--- src/rtl/ota_sd_decimator.sv ---
// First-order sigma-delta decimator for a digital-OTA comparator loop.
// Each window of 2^WIDTH cycles counts the ones in the comparator stream.
// The count is saturated and delivered through a valid/ready handshake.
// Build option: define OTA_IN_SYNC_EN to sample cmp_in through a two-flop
// synchronizer. Otherwise cmp_in goes through a single register.
module ota_sd_decimator #(
    parameter int WIDTH = 8
) (
    input  logic             clk,
    input  logic             rst,
    input  logic             en,
    input  logic             cmp_in,
    output logic             fb_out,
    output logic [WIDTH-1:0] result,
    output logic             result_valid,
    input  logic             result_ready,
    output logic             overrun,
    output logic             busy
);

    typedef enum logic {IDLE, RUN} state_t;

    localparam logic [WIDTH:0] WIN_LEN = {1'b1, {WIDTH{1'b0}}};
    localparam logic [WIDTH:0] ONE     = {{WIDTH{1'b0}}, 1'b1};

    state_t           state_q, state_d;
    logic [WIDTH:0]   cnt_q, cnt_d, cnt_inc;
    logic [WIDTH:0]   acc_q, acc_d, acc_inc;
    logic [WIDTH-1:0] sat;
    logic             s, complete, accept;

`ifdef OTA_IN_SYNC_EN
    logic sync1_q, sync2_q;

    // Two-flop synchronizer for the asynchronous comparator bit.
    always_ff @(posedge clk) begin
        if (rst) begin
            sync1_q <= 1'b0;
            sync2_q <= 1'b0;
        end else begin
            sync1_q <= cmp_in;
            sync2_q <= sync1_q;
        end
    end
    assign s = sync2_q;
`else
    logic samp_q;

    // Single sampling register for the comparator bit.
    always_ff @(posedge clk) begin
        if (rst) samp_q <= 1'b0;
        else     samp_q <= cmp_in;
    end
    assign s = samp_q;
`endif

    assign cnt_inc = cnt_q + ONE;
    assign acc_inc = acc_q + {{WIDTH{1'b0}}, s};
    // An all-ones window would wrap to 0. Clamp it to full scale instead.
    assign sat     = acc_inc[WIDTH] ? {WIDTH{1'b1}} : acc_inc[WIDTH-1:0];
    assign accept  = result_valid & result_ready;
    assign busy    = (state_q == RUN);

    // Next-state logic, window counting and completion detect.
    always_comb begin
        state_d  = state_q;
        cnt_d    = cnt_q;
        acc_d    = acc_q;
        complete = 1'b0;
        case (state_q)
            IDLE: begin
                if (en) begin
                    state_d = RUN;
                    cnt_d   = '0;
                    acc_d   = '0;
                end
            end
            RUN: begin
                if (!en) begin
                    // Abort: the partial window is dropped.
                    state_d = IDLE;
                    cnt_d   = '0;
                    acc_d   = '0;
                end else if (cnt_inc == WIN_LEN) begin
                    // Start the next window on the following cycle, with no gap.
                    complete = 1'b1;
                    cnt_d    = '0;
                    acc_d    = '0;
                end else begin
                    cnt_d = cnt_inc;
                    acc_d = acc_inc;
                end
            end
            default: state_d = IDLE;
        endcase
    end

    // State register, counters and feedback bit.
    always_ff @(posedge clk) begin
        if (rst) begin
            state_q <= IDLE;
            cnt_q   <= '0;
            acc_q   <= '0;
            fb_out  <= 1'b0;
        end else begin
            state_q <= state_d;
            cnt_q   <= cnt_d;
            acc_q   <= acc_d;
            fb_out  <= (state_d == RUN) ? s : 1'b0;
        end
    end

    // Result register with valid/ready handshake and sticky overrun flag.
    always_ff @(posedge clk) begin
        if (rst) begin
            result       <= '0;
            result_valid <= 1'b0;
            overrun      <= 1'b0;
        end else if (complete) begin
            result       <= sat;
            result_valid <= 1'b1;
            // An accept on the same edge consumed the old value, so nothing was lost.
            if (accept)            overrun <= 1'b0;
            else if (result_valid) overrun <= 1'b1;
        end else if (accept) begin
            result_valid <= 1'b0;
            overrun      <= 1'b0;
        end
    end

endmodule
--- config.mk ---
export PLATFORM = sky130hd
export DESIGN_NAME = ota_sd_decimator
export DESIGN_NICKNAME = d
export VERILOG_FILES = /design/src/rtl/ota_sd_decimator.sv
export SDC_FILE = /design/constraint.sdc
export NUM_CORES = 1
export LEC_CHECK = 0
export ABC_AREA = 1
export BUFFER_PORTS_ARGS = -buffer_cell sky130_fd_sc_hd__buf_2
export CORE_UTILIZATION = 30
export DETAILED_ROUTE_END_ITERATION = 10
export GPL_ROUTABILITY_DRIVEN = 0
export SLEW_MARGIN = 5
export SYNTH_ARGS = -nofsm -noshare
export SYNTH_HDL_FRONTEND = slang
export SYNTH_SLANG_ARGS = --single-unit
--- constraint.sdc ---
create_clock -name clk -period 2.27 [get_ports clk]
set_input_delay 0.454 -clock clk [delete_from_list [all_inputs] [get_ports clk]]
set_output_delay 0.454 -clock clk [all_outputs]
set_load 0.05 [all_outputs]
# Word-level counts from Yosys, hierarchy flattened
# Index checks and enable logic that the tools add are counted.
# word_totals
output_inout_bits	12
memories	0
latch_bits	0
mem_bits_ro	0
inputBits	5
wordCells	36
ram_bits	0
register_bits	31
# classes
multipliers	0
muxes	17
bitwise_logic	3
add_sub_neg	2
n_eq_ne	2
div	0
shifts	0
n_reduce_logical	4
magnitude_cmp	0
# ops
cell	count
$mux 9	5
$pmux 9 s2	2
$add 9x1->9	1
$add 9x1->9 const B	1
$eq 9x9->1 const B	1
$mux 1	9
$mux 8	1
$reduce_bool 2->1	2
$ne 2x2->1 const B	1
$not 1->1	2
$reduce_and 2->1	1
$reduce_or 2->1	1
$and 1x1->1	1

# Depth between registers and ports, before layout
# logic_depth
depth_word	7
depth_mapped	11
depth_no_buf	11

# Worst setup path after synthesis
# No wires, ideal clock.
# synth_timing
kind	flip-flop to flip-flop
startpoint	register cnt_q[0]
endpoint	register acc_q[8]
arrival_time_ps	1471
required_ps	2131
synth_period_minus_slack_ps	1610
stages_incl_launch_ff	11
setup_slack_ps	660
path_buffers	1
setup_ps	139
path_cell_list	dfxtp_1 -> ha_1 -> nand2_2 -> clkinv_1 -> nand3_1 -> nand2_1 -> nor2_4 -> nand4_2 -> buf_6 -> nand2_2 -> a21oi_2
# synth_between
elab_chain_cells	5
# synth_lines
element	line	rtl
start: declaration	27	logic [WIDTH:0] cnt_q, cnt_d, cnt_inc;
start signal: assignment	107	cnt_q <= cnt_d;
$add 9x1->9	57	assign cnt_inc = cnt_q + ONE;
$eq 9x9->1	84	end else if (cnt_inc == WIN_LEN) begin
$mux 9	84	
$mux 9	79	if (!en) begin
$pmux 9 s2	70	case (state_q)
end signal: assignment	103	acc_q <= '0;
end signal: assignment	108	acc_q <= acc_d;
end: declaration	28	logic [WIDTH:0] acc_q, acc_d, acc_inc;
# Every way passes these cells.
# A chain may end at the register's enable or synchronous reset.

# Final worst setup path
# layout_timing
startpoint	register cnt_q[0]
endpoint	register acc_q[5]
# The elaborated chain is that of the path after synthesis.

==> impl_results.md <==
- CTS tree: built
- Synth Net Count: 276
- Status: completed
- Initial Util: 0.316
- Crit path kind: reg -> reg
- Area delta synth->final: 13.5%
- Total grt overflow: 0
- Lkg Pwr: 0.887 nW
- Synth top cells by count: 72 x nand2_1, 44 x nor2_1, 31 x dfxtp_1, 25 x inv_1, 16 x nand2_2
- First-pass GRT wire length: 6.91 mm
- Hold_ws: 0.366 ns
- Final Setup Violations: 0
- PD cells: 489 nW/µm²
- Crit end category: register
- Multi-input gate area: 1130 µm²
- Drt drc: 0
- Least-Margin Pin Slew: 0.477 ns
- Synth Flop Type: dfxtp_1
- Yosys top cell by area: dfxtp_1
- F_max: 499 MHz
- Ys async rst share: 0
- Clk buf depth: 2
- Clk pwr share: 0.428
- Yosys top cell area share: 0.328
- Grt met3 use: 0.0344
- Post-synthesis sequential area ratio: 0.328
- Top post-synthesis cells by area: dfxtp_1 33%, nand2_1 14%, nor2_1 8.7%
- GR Util met2: 0.220
- Max-slew violation count: 0
- Max-Cap Viols: 0
- Non-filler cells, final: 365
- HP Class: in -> reg
- Slew HR: 0.681
- Row cnt: 28
- Clk sinks: 31
- Cts bufs inserted: 5
- GR peak layer: met2
- Fin crit share: 0.883
- Initial antenna violation count: 0
- Place WS: 0.275 ns
- Top-count cell post-synth: nand2_1
- Mean post-synth cell area: 7.07 µm²
- Core area: 5990 µm²
- CP Launch Type: register
- Flops & latches, synth: 31
- Setup_tns: 0 ns
- Post-CTS Hold Fix Bufs: 0
- Final WL: 4.01 mm
- Switching share of power: 0.263
- Total Routing Usage GR: 0.137
- Die W: 81.5 µm
- Met1 Use GR: 0.172
- Sequential share of power: 0.522
- Max VDD drop: 0.000308 V
- Synthesized area: 1890 µm²
- H-tree level count: 2
- Mapped Cells: 268
- Post-route ant nets: 0
- Comb pwr share: 0.050
- Routed vias/inst: 4.56
- Vias in the first global route: 1551
- CP max FO: 11
- Worst Clk Skew: 0.00461 ns
- Via Count: 1663
- Netlist cell types: 30
- Ant. Diodes: 0
- EDFF count, synth: 0
- Top-Level Pins: 17
- Cell Int Power: 0.775 mW
- Root Driver: clkbuf_8
- Die Area: 6640 µm²
- Register area: 621 µm²
- Resized cells post-CTS: 0
- First-pass detailed-route iteration total: 4
- RSZ-0062 raised after global routing: false
- Final Hold Fails: 0
- Clock Pin Slew Worst Setup and Hold Paths: 0.07 ns
- Switching pwr: 0.277 mW
- Fin crit period: 2.00 ns
- Routed wire length per instance: 11.0 µm
- Post-route setup slack: 0.266 ns
- I/O Buffers: 16
- CP Data Required Time: 2.44 ns
- Filler cells: 646
- Nets: 297
- Synth warn: 0
- Placed insts: 357
- Final HPWL DP: 3.01 mm
- Worst-Skew Late Latency: 0.29 ns
- Iter 0 DRT Violations: 53
- Layout cells sized above 1: 0.262
- Postcts setup bufs: 0
- Final core utilization: 0.359
- Pin count of the biggest net entering global routing: 14
- Die height: 81.5 µm
- Arrival time at the worst endpoint: 2.17 ns
power groups by stage:
stage	sequential [mW]	clock [mW]	combinational, mW
finish	0.549	0.450	0.0524
global route	0.550	0.487	0.0587
CTS	0.549	0.461	0.0533
detailed placement	0.562	0	0.0531
global placement	0.562	0	0.0530
floorplan	0.567	0	0.0276
per-stage QoR:
| stage | area [µm²] | power [mW] |
|---|---|---|
| detailed placement | 2060 | 0.615 |
| finish | 2150 | 1.05 |
| global placement | 2060 | 0.615 |
| CTS | 2150 | 1.06 |
| floorplan | 1890 | 0.594 |
| global route | 2150 | 1.10 |
cells by family (layout without fill, tap and decap cells):
logic type	count (synthesis)	in the layout	share of synthesized area
flops	31	31	0.328
xor+xnor	3	3	0.0139
buf+inv	35	57	0.0773
simple gates	169	169	0.458
fa+ha+maj	3	3	0.0198
compound gates	27	27	0.103
cells in the final DEF (no fill, tap or decap), types with 3 or more instances in the layout:
cell type | Yosys | routed
a21oi_1 | 10 | 10
a21oi_2 | 12 | 12
buf_2 | 0 | 16
buf_4 | 0 | 4
clkbuf_8 | 0 | 5
dfxtp_1 | 31 | 31
ha_1 | 3 | 3
inv_1 | 25 | 25
nand2_1 | 72 | 72
nand2_2 | 16 | 16
nand3_1 | 9 | 9
nand3_2 | 5 | 5
nand4_1 | 9 | 9
nor2_1 | 44 | 44
nor2_4 | 3 | 3
xor2_1 | 3 | 3
critical path: stages (launching register included):
cell and delay, ns:
dfxtp_1 0.36, ha_1 0.25, nand2_2 0.13, clkinv_1 0.13, nand3_1 0.10, nand2_1 0.11, nor2_4 0.14, nand4_2 0.39
nand2_1 0.19, a21oi_1 0.08
final timing paths:
| check | start | endpoint | cells past startpoint | slack [ns] |
|---|---|---|---|---|
| worst max register to register | cnt_q[0]$_SDFFE_PP0P_ | acc_q[5]$_SDFFE_PP0P_ | 9 | 0.27 |
| worst min-delay path | cmp_in | s$_SDFF_PP0_ | 3 | 0.37 |
| worst min register to register | overrun$_SDFFE_PP0P_ | overrun$_SDFFE_PP0P_ | 2 | 0.47 |
| worst max-delay path | cnt_q[0]$_SDFFE_PP0P_ | acc_q[5]$_SDFFE_PP0P_ | 9 | 0.27 |
registers in the layout, summed over array words and instances (netlist names):
register	cells
fb_out	1
cnt_q	9
busy	1
overrun	1
result_valid	1
result	8
s	1
acc_q	9
area by class of cell:
class | count | area share
repair buffers | 20 | 0.0512
flip-flops and latches | 31 | 0.289
inverters | 29 | 0.0506
well taps | 75 | 0.0437
multi-input cells | 202 | 0.524
clock buffers | 5 | 0.0320
clock inverters | 3 | 0.00931
layer usage:
metal  routed length (µm)  share of wire
met5                    0              0
met2                 1830           0.46
met4                   70          0.017
met1                 2000           0.50
met3                  108          0.027
Power figures use the tool's default switching activity.
